===== src/rtl/keypad_decoder.sv =====
// 4x4 matrix keypad scanner: drives one-cold active-low columns, samples synchronized rows,
// classifies each full scan and debounces single-key presses/releases over whole scans.
module keypad_decoder #(
    parameter int SCAN_TICKS     = 100000,
    parameter int DEBOUNCE_SCANS = 4
) (
    input  logic       clk,
    input  logic       rst_n,
    input  logic [3:0] row,
    output logic [3:0] col,
    output logic [3:0] key_code,
    output logic       key_valid,
    output logic       key_held
);

    localparam int TICK_W = (SCAN_TICKS > 1) ? $clog2(SCAN_TICKS) : 1;
    localparam logic [TICK_W-1:0] TICK_LAST = TICK_W'(SCAN_TICKS - 1);
    localparam logic [3:0] DEB_LAST = 4'(DEBOUNCE_SCANS);

    localparam logic [1:0] ST_IDLE     = 2'd0;
    localparam logic [1:0] ST_DEBOUNCE = 2'd1;
    localparam logic [1:0] ST_PRESSED  = 2'd2;
    localparam logic [1:0] ST_RELEASE  = 2'd3;

    localparam logic [1:0] CLS_NONE  = 2'd0;
    localparam logic [1:0] CLS_ONE   = 2'd1;
    localparam logic [1:0] CLS_MULTI = 2'd2;

    // Pmod KYPD legend, indexed by {row, column}.
    function automatic logic [3:0] key_map(input logic [1:0] r, input logic [1:0] c);
        logic [3:0] code;
        case ({r, c})
            4'h0:    code = 4'h1;
            4'h1:    code = 4'h2;
            4'h2:    code = 4'h3;
            4'h3:    code = 4'hA;
            4'h4:    code = 4'h4;
            4'h5:    code = 4'h5;
            4'h6:    code = 4'h6;
            4'h7:    code = 4'hB;
            4'h8:    code = 4'h7;
            4'h9:    code = 4'h8;
            4'hA:    code = 4'h9;
            4'hB:    code = 4'hC;
            4'hC:    code = 4'h0;
            4'hD:    code = 4'hF;
            4'hE:    code = 4'hE;
            4'hF:    code = 4'hD;
            default: code = 4'h0;
        endcase
        return code;
    endfunction

    function automatic logic [2:0] count_zeros(input logic [3:0] r);
        logic [2:0] n;
        n = 3'd0;
        for (int i = 0; i < 4; i++) begin
            n = n + {2'b00, ~r[i]};
        end
        return n;
    endfunction

    function automatic logic [1:0] first_zero(input logic [3:0] r);
        logic [1:0] idx;
        idx = 2'd0;
        for (int i = 3; i >= 0; i--) begin
            if (!r[i]) begin
                idx = 2'(i);
            end else begin
                idx = idx;
            end
        end
        return idx;
    endfunction

    logic [3:0]        row_meta_r;
    logic [3:0]        row_sync_r;
    logic [TICK_W-1:0] tick_r;
    logic [1:0]        col_idx_r;
    logic [3:0]        col_r;
    logic [1:0]        acc_zeros_r;
    logic [3:0]        acc_code_r;
    logic              scan_done_r;
    logic [1:0]        scan_cls_r;
    logic [3:0]        scan_code_r;
    logic [1:0]        state_r;
    logic [3:0]        cand_r;
    logic [3:0]        cnt_r;
    logic [3:0]        key_code_r;
    logic              key_valid_r;
    logic              key_held_r;

    logic              last_tick_s;
    logic [2:0]        zeros_sum_s;
    logic [1:0]        cls_s;
    logic [3:0]        code_s;
    logic [1:0]        state_nxt_s;
    logic [3:0]        cand_nxt_s;
    logic [3:0]        cnt_nxt_s;
    logic [3:0]        code_nxt_s;
    logic              valid_nxt_s;
    logic              held_nxt_s;

    assign col       = col_r;
    assign key_code  = key_code_r;
    assign key_valid = key_valid_r;
    assign key_held  = key_held_r;

    // Two-flop synchronizer for the asynchronous row inputs.
    always_ff @(posedge clk or negedge rst_n) begin
        if (!rst_n) begin
            row_meta_r <= 4'b1111;
            row_sync_r <= 4'b1111;
        end else begin
            row_meta_r <= row;
            row_sync_r <= row_meta_r;
        end
    end

    // Merge this column's sample into the running scan tally.
    always_comb begin
        last_tick_s = (tick_r == TICK_LAST);
        zeros_sum_s = {1'b0, acc_zeros_r} + count_zeros(row_sync_r);
        if (zeros_sum_s == 3'd0) begin
            cls_s = CLS_NONE;
        end else if (zeros_sum_s == 3'd1) begin
            cls_s = CLS_ONE;
        end else begin
            cls_s = CLS_MULTI;
        end
        if (acc_zeros_r == 2'd1) begin
            code_s = acc_code_r;
        end else begin
            code_s = key_map(first_zero(row_sync_r), col_idx_r);
        end
    end

    // Column drive, tick timing and per-scan accumulation; the column-3 sample publishes the scan result.
    always_ff @(posedge clk or negedge rst_n) begin
        if (!rst_n) begin
            tick_r      <= '0;
            col_idx_r   <= 2'd0;
            col_r       <= 4'b1110;
            acc_zeros_r <= 2'd0;
            acc_code_r  <= 4'h0;
            scan_done_r <= 1'b0;
            scan_cls_r  <= CLS_NONE;
            scan_code_r <= 4'h0;
        end else if (last_tick_s) begin
            tick_r    <= '0;
            col_idx_r <= col_idx_r + 2'd1;
            col_r     <= {col_r[2:0], col_r[3]};
            if (col_idx_r == 2'd3) begin
                scan_done_r <= 1'b1;
                scan_cls_r  <= cls_s;
                scan_code_r <= code_s;
                acc_zeros_r <= 2'd0;
                acc_code_r  <= 4'h0;
            end else begin
                scan_done_r <= 1'b0;
                acc_zeros_r <= (zeros_sum_s >= 3'd2) ? 2'd2 : zeros_sum_s[1:0];
                acc_code_r  <= code_s;
            end
        end else begin
            tick_r      <= tick_r + TICK_W'(1);
            scan_done_r <= 1'b0;
        end
    end

    // Debounce FSM, stepped once per completed scan.
    always_comb begin
        state_nxt_s = state_r;
        cand_nxt_s  = cand_r;
        cnt_nxt_s   = cnt_r;
        code_nxt_s  = key_code_r;
        valid_nxt_s = 1'b0;
        held_nxt_s  = key_held_r;
        if (scan_done_r) begin
            case (state_r)
                ST_IDLE: begin
                    if (scan_cls_r == CLS_ONE) begin
                        state_nxt_s = ST_DEBOUNCE;
                        cand_nxt_s  = scan_code_r;
                        cnt_nxt_s   = 4'd1;
                    end else begin
                        state_nxt_s = ST_IDLE;
                    end
                end
                ST_DEBOUNCE: begin
                    if (scan_cls_r != CLS_ONE) begin
                        state_nxt_s = ST_IDLE;
                    end else if (scan_code_r != cand_r) begin
                        cand_nxt_s = scan_code_r;
                        cnt_nxt_s  = 4'd1;
                    end else if (cnt_r + 4'd1 == DEB_LAST) begin
                        state_nxt_s = ST_PRESSED;
                        code_nxt_s  = cand_r;
                        valid_nxt_s = 1'b1;
                        held_nxt_s  = 1'b1;
                    end else begin
                        cnt_nxt_s = cnt_r + 4'd1;
                    end
                end
                ST_PRESSED: begin
                    if (scan_cls_r == CLS_NONE) begin
                        state_nxt_s = ST_RELEASE;
                        cnt_nxt_s   = 4'd1;
                    end else begin
                        state_nxt_s = ST_PRESSED;
                    end
                end
                ST_RELEASE: begin
                    if (scan_cls_r != CLS_NONE) begin
                        state_nxt_s = ST_PRESSED;
                    end else if (cnt_r + 4'd1 == DEB_LAST) begin
                        state_nxt_s = ST_IDLE;
                        held_nxt_s  = 1'b0;
                    end else begin
                        cnt_nxt_s = cnt_r + 4'd1;
                    end
                end
                default: begin
                    state_nxt_s = ST_IDLE;
                    held_nxt_s  = 1'b0;
                end
            endcase
        end else begin
            state_nxt_s = state_r;
        end
    end

    // FSM state and registered key outputs.
    always_ff @(posedge clk or negedge rst_n) begin
        if (!rst_n) begin
            state_r     <= ST_IDLE;
            cand_r      <= 4'h0;
            cnt_r       <= 4'd0;
            key_code_r  <= 4'h0;
            key_valid_r <= 1'b0;
            key_held_r  <= 1'b0;
        end else begin
            state_r     <= state_nxt_s;
            cand_r      <= cand_nxt_s;
            cnt_r       <= cnt_nxt_s;
            key_code_r  <= code_nxt_s;
            key_valid_r <= valid_nxt_s;
            key_held_r  <= held_nxt_s;
        end
    end

endmodule


===== config.mk =====
export PLATFORM = sky130hd
export DESIGN_NAME = keypad_decoder
export DESIGN_NICKNAME = d
export VERILOG_FILES = /design/src/rtl/keypad_decoder.sv
export SDC_FILE = /design/constraint.sdc
export NUM_CORES = 1
export LEC_CHECK = 0
export CAP_MARGIN = 20
export CORE_UTILIZATION = 50
export DETAILED_ROUTE_END_ITERATION = 8
export HOLD_SLACK_MARGIN = 0.1
export PLACE_DENSITY = 0.71
export SLEW_MARGIN = 30
export SYNTH_ARGS = -nofsm -noshare
export SYNTH_HDL_FRONTEND = slang
export SYNTH_SLANG_ARGS = --single-unit

===== constraint.sdc =====
create_clock -name clk -period 2.6 [get_ports clk]
set_input_delay 0.52 -clock clk [delete_from_list [all_inputs] [get_ports clk]]
set_output_delay 0.52 -clock clk [all_outputs]
set_load 0.02 [all_outputs]

## After elaboration in Yosys (flattened, before gate mapping)

Memory sizes are Yosys's and may differ from the RTL's.
Cells that the tools add are included.
Widths: inputs -> output; s select.

| operators by class | value |
|---|---|
| add/sub/neg operators | 7 |
| $lt $le $gt $ge | 1 |
| eq/ne operators | 22 |
| mux-type cells | 44 |
| bitwise gates (word level) | 6 |
| reduce and logical (&&, ||, !) cells | 12 |

Operator list:

| kind | count |
|---|---|
| $mux 4 | 11 |
| $mux 2 | 14 |
| $add 17x1->17 const B | 1 |
| $eq 17x17->1 const B | 1 |
| $mux 17 | 1 |
| $ne 2x2->1 const B | 8 |
| $pmux 4 s4 | 1 |
| $reduce_and 5->1 | 3 |
| $mux 1 | 14 |
| $ne 3x3->1 const B | 3 |
| $pmux 2 s4 | 1 |
| $pmux 4 s2 | 1 |
| $reduce_and 7->1 | 1 |
| $eq 2x1->1 const B | 3 |
| $eq 2x2->1 const B | 3 |
| $not 1->1 | 6 |
| $reduce_bool 2->1 | 3 |
| $add 4x1->4 const B | 1 |
| $eq 4x3->1 const B | 1 |
| $logic_not 2->1 | 2 |
| $ne 4x4->1 | 1 |
| $reduce_and 4->1 | 1 |
| $add 2x1->3 | 1 |
| $add 2x3->3 | 1 |
| 9 further kinds | 9 |

| storage, ports and cells | value |
|---|---|
| bits in registers | 60 |
| ROM bits | 64 |
| input bits | 6 |
| output and inout port bits | 10 |
| word-level logic and storage cells | 109 |
| memories kept | 1 |

Memory list:

| name | words | bits a word | rd ports | clocked after memory_dff | wr ports | RTL line | text |
|---|---|---|---|---|---|---|---|
| (no name shown) | 16 | 4 | 1 | 0 | 0 | 32 | `case ({r, c})` |

## Depth between registers and ports, before layout

Gate-level depths: netlist (run 1).

| logic depth | value |
|---|---|
| word-level depth | 8 |
| mapped depth | 9 |
| depth with buffers taken out | 9 |

## Worst setup path before layout (run 1)

No wires, ideal clock.

| path | value |
|---|---|
| kind | register to register |
| start point | register row_sync_r[0] |
| end point | register acc_zeros_r[0] |
| library setup time | 0.074 ns |
| data arrival time | 2.356 ns |
| slack | 0.170 ns |
| cell stages (with the launch flop) | 9 |
| cells stage by stage | dfstp_2 fa_1 inv_1 fa_1 fa_1 nor2_1 nand2_1 or3_1 o21ai_2 |

| between the ends | value |
|---|---|
| word-level cells in the longest chain between the ends | 8 |

Ends and longest elaborated chain:

| element | RTL line | text |
|---|---|---|
| from (decl) | 77 | `logic [3:0] row_sync_r;` |
| from (signal assigned) | 116 | `row_sync_r <= row_meta_r;` |
| $not 1->1 * | 58 | `n = n + {2'b00, ~r[i]};` |
| $add 1x1->2 * | 58 |  |
| $add 2x1->3 * | 58 |  |
| $add 3x1->3 * | 58 |  |
| $add 2x3->3 * | 123 | `zeros_sum_s = {1'b0, acc_zeros_r} + count_zeros(row_sync_r);` |
| $ge 3x2->1 | 161 | `acc_zeros_r <= (zeros_sum_s >= 3'd2) ? 2'd2 : zeros_sum_s[1:0];` |
| $mux 2 * | 161 |  |
| $mux 2 * | 153 | `if (col_idx_r == 2'd3) begin` |
| to (signal assigned) | 161 |  |
| to (decl) | 81 | `logic [1:0] acc_zeros_r;` |

Every way passes the cells marked *; elsewhere a longest branch is shown, timed or not.
A chain may end at the register's enable or synchronous reset.

## Final worst setup path (run 1)

Same ends and word-level chain as after synthesis.

==> results of run 1 <==
[synthesized netlist by cell type, types with 5 or more instances]
library cell and number:
inv_1 12, nand2b_1 7, xor2_1 6, ha_1 5, dfstp_2 11, dfrtp_1 49
nor3_1 5, nand2_1 33, nor2_1 17, a21oi_1 8, nand3_1 9, o21ai_0 8
nand4_1 5, mux2_2 10, xnor2_1 15, nor4_1 5, a31oi_1 7
[worst max-delay path: stages (launching register included)]
cell	delay, ps
dfstp_2	410
fa_1	530
inv_1	50
fa_1	370
fa_1	450
nor2_2	130
nand2_1	70
or3_1	320
o21ai_2	60
[sequential cells by signal, summed over array words and instances, names as in the netlist, 4 cells and up]
signal,flops
tick_r,17
acc_code_r,4
cand_r,4
cnt_r,4
col,4
key_code,4
row_meta_r,4
row_sync_r,4
scan_code_r,4
[layout by cell type (no fill, tap or decap), drive strengths merged, types with 6 or more instances in the layout]
| master | synthesis | layout |
|---|---|---|
| nand2 | 33 | 33 |
| inv | 12 | 12 |
| nor2 | 18 | 18 |
| a31oi | 7 | 7 |
| dfrtp | 49 | 49 |
| nand3 | 9 | 9 |
| nand2b | 7 | 7 |
| a21oi | 8 | 8 |
| o21ai | 9 | 9 |
| xor2 | 6 | 6 |
| buf | 3 | 11 |
| clkbuf | 1 | 10 |
| xnor2 | 15 | 15 |
| mux2 | 10 | 10 |
| clkdlybuf4s50 | 0 | 14 |
| dfstp | 11 | 11 |
[per-stage QoR]
stage	area, um^2	hold slack [ps]	instances	worst slack [ps]	power (mW)
finish	3320	182	371	133	1.80
global route	3320	232	371	10.8	1.87
CTS	3320	198	371	115	1.82
detailed placement	3140	347	355	130	1.03
global placement	3140	346	355	163	1.03
floorplan	2840	224	262	170	0.992
[worst min-delay path by stage]
stage,startpoint,to,cells past startpoint
2_1_floorplan,rst_n,acc_code_r[0],0
3_3_place_gp,row_meta_r[3],row_sync_r[3],0
3_5_place_dp,row_meta_r[3],row_sync_r[3],0
4_1_cts,rst_n,key_held,1
5_1_grt,rst_n,key_held,1
6_report,rst_n,key_held,1
[routing by layer]
layer  up-vias  routed length [um]  GRT usage
li1        992                   -          -
met1       981                2550      0.281
met2        48                2210      0.284
met3         8                 185     0.0357
met4         0                  89      0.102
met5         -                   0          0
[logic make-up after synthesis]
logic type / count (synthesis)
adders and majority gates: 8
buffers and inverters: 16
and+or+nand+nor: 108
AOI/OAI and AO/OA: 37
DFF: 60
xor gates and xnor gates: 21
muxes: 12
[power by group]
| part | total [mW] | internal [mW] | leakage (nW) | switching [mW] |
|---|---|---|---|---|
| clock network | 0.786 | 0.434 | 0.0996 | 0.352 |
| logic | 0.0602 | 0.0254 | 0.600 | 0.0348 |
| registers | 0.954 | 0.945 | 0.785 | 0.00808 |
[cell type report]
class	instances	area share
clock inverter	6	0.0166
inverter	12	0.0135
clock buffer	10	0.0384
timing repair buffer	25	0.0700
tap	72	0.0271
sequential	60	0.456
multi-input combinational	186	0.379
[timing repair]
item | in CTS | in global routing
setup buffers | 0 | 0
gates resized for setup | 0 | 1
hold buffers | 0 | 0
endpoints found under the hold margin | 0 | 0
endpoints found under the setup margin | 0 | 1
==> results.md, run 1 <==
- Outcome: finished clean
- Via count: 2029
- Grt total ovfl: 0
- Largest net degree at the start of global routing: 36
- Post-Route WL: roughly 5.0 mm
- Ports: 16
- Ys Warns: 0
- Seq/Total Area, Yosys: 0.534
- Global Route Usage Sum: 0.196
- Critical Path RT: 2860 ps
- Initial Utilization: 0.518
- Critical path class: reg2reg
- GPL Wtd Cong: 0.863
- Router iterations before antenna repair: 4
- Final ANT Viol Nets: 0
- Core box area: 0.00547 mm^2
- Compound-Gate Fraction of Synth Area: 0.0852
- Fin crit share: 0.949
- Final setup fails: 0
- Final setup TNS: 0 ps
- Post-synthesis adder-cell area fraction: 0.0432
- CTS sink count: 60
- CP Capture Type: flip-flop
- Clock-pin slew on the worst setup and hold paths: 70 ps
- Critical path data arrival time: 2720 ps
- Fin. max-slew vios: 0
- Root Driver: clkbuf_8
- Post-Synth Simple-Gate Area: 0.201
- Die area: 0.00598 mm^2
- N_diodes: 0
- RR Endpoint: acc_zeros_r[0]
- Area growth syn-to-layout: 17.3%
- Dominant synthesized flop cell: dfrtp_1
- P_leak: 1.48 nW
- Area taken by flip-flops and latches: 0.00152 mm^2
- Final Util: 0.607
- Fin. Hold Viols: 0
- Die H: just under 80 um
- Count of flip-flops with a built-in enable after synthesis: 0
- Hold crit path type: in2async
- First DRT Iteration DRCs: 80
- CP Launch Type: flip-flop
- Initial antenna violation count: 0
- Chip Width: between 70 and 80 um
- Cells after Synth: 262
- Avg Vias per Cell: 5.47
- Largest family of logic cells by synthesized area: simple AND/OR/NAND/NOR gates
- Buffers on Ports: 15
- CP endpoint: acc_zeros_r[0]
- Power density over the cells: roughly 540 mW/mm^2
- Largest area contributor in the netlist: dfrtp_1
- Clock Latency Late Sink: 330 ps
- Rel. slew slack: 0.610
- Post-synth cell types: 45
- Worst Max-Slew Pin Slew: 585 ps
- Mean Syn Cell Area: between 10 and 15 um^2
- First-pass GRT wire length: between 9 and 10 mm
- Skew final: 7.94 ps
- Mux share of post-synthesis cell area: 0.0468
- Drt wl/cell: 13.6 um
- Peak supply drop: approximately 0.39 mV
- Worst reg2reg path depth: 8
- CTS tree: yes
- Minimum clock period: 2470 ps
- XOR/XNOR share of the synthesized area: 0.0649
- Synthesized area: 0.00284 mm^2
- FMAX: 0.405 GHz
- Post-DP HPWL: 3.63 mm
- Critical R2R Launch: row_sync_r[0]
- TritonCTS buffer count: 9
- Nets: 308
- Critical Path Fanout Max: 9
- Clk buf depth: 2
- Reg2reg setup slack: 130 ps
- Share of the synthesized area in the top cell type: 0.432
- Vias in the first global route: 1945
- Core Rows: 27
- #FFs+latches synth: 60
- Fillers: roughly 480
- Synth area leaders: dfrtp_1 43%, dfstp_2 10%, xnor2_1 4.6%, nand2_1 4.4%, mux2_2 4.0%
- DRC viols: 0
- H-tree levels: 3
- Max_cap viols: 0
- Multi-input logic area: 0.00126 mm^2
- Worst Setup SP: row_sync_r[0]
- FFs w/ async S/R, synth: 1.00
- Share of cells above drive strength 1: 0.177
- Mapped Nets: 276
- RSZ-0062 raised after global routing: no
Note: power is estimated with default switching activity, not from simulation.
==> inputs of run 2 (changes only) <==
SLEW_MARGIN = 20   (was 30)
==> results of run 2 <==
The final DEF is identical to that of run 1; final timing and power are the same.
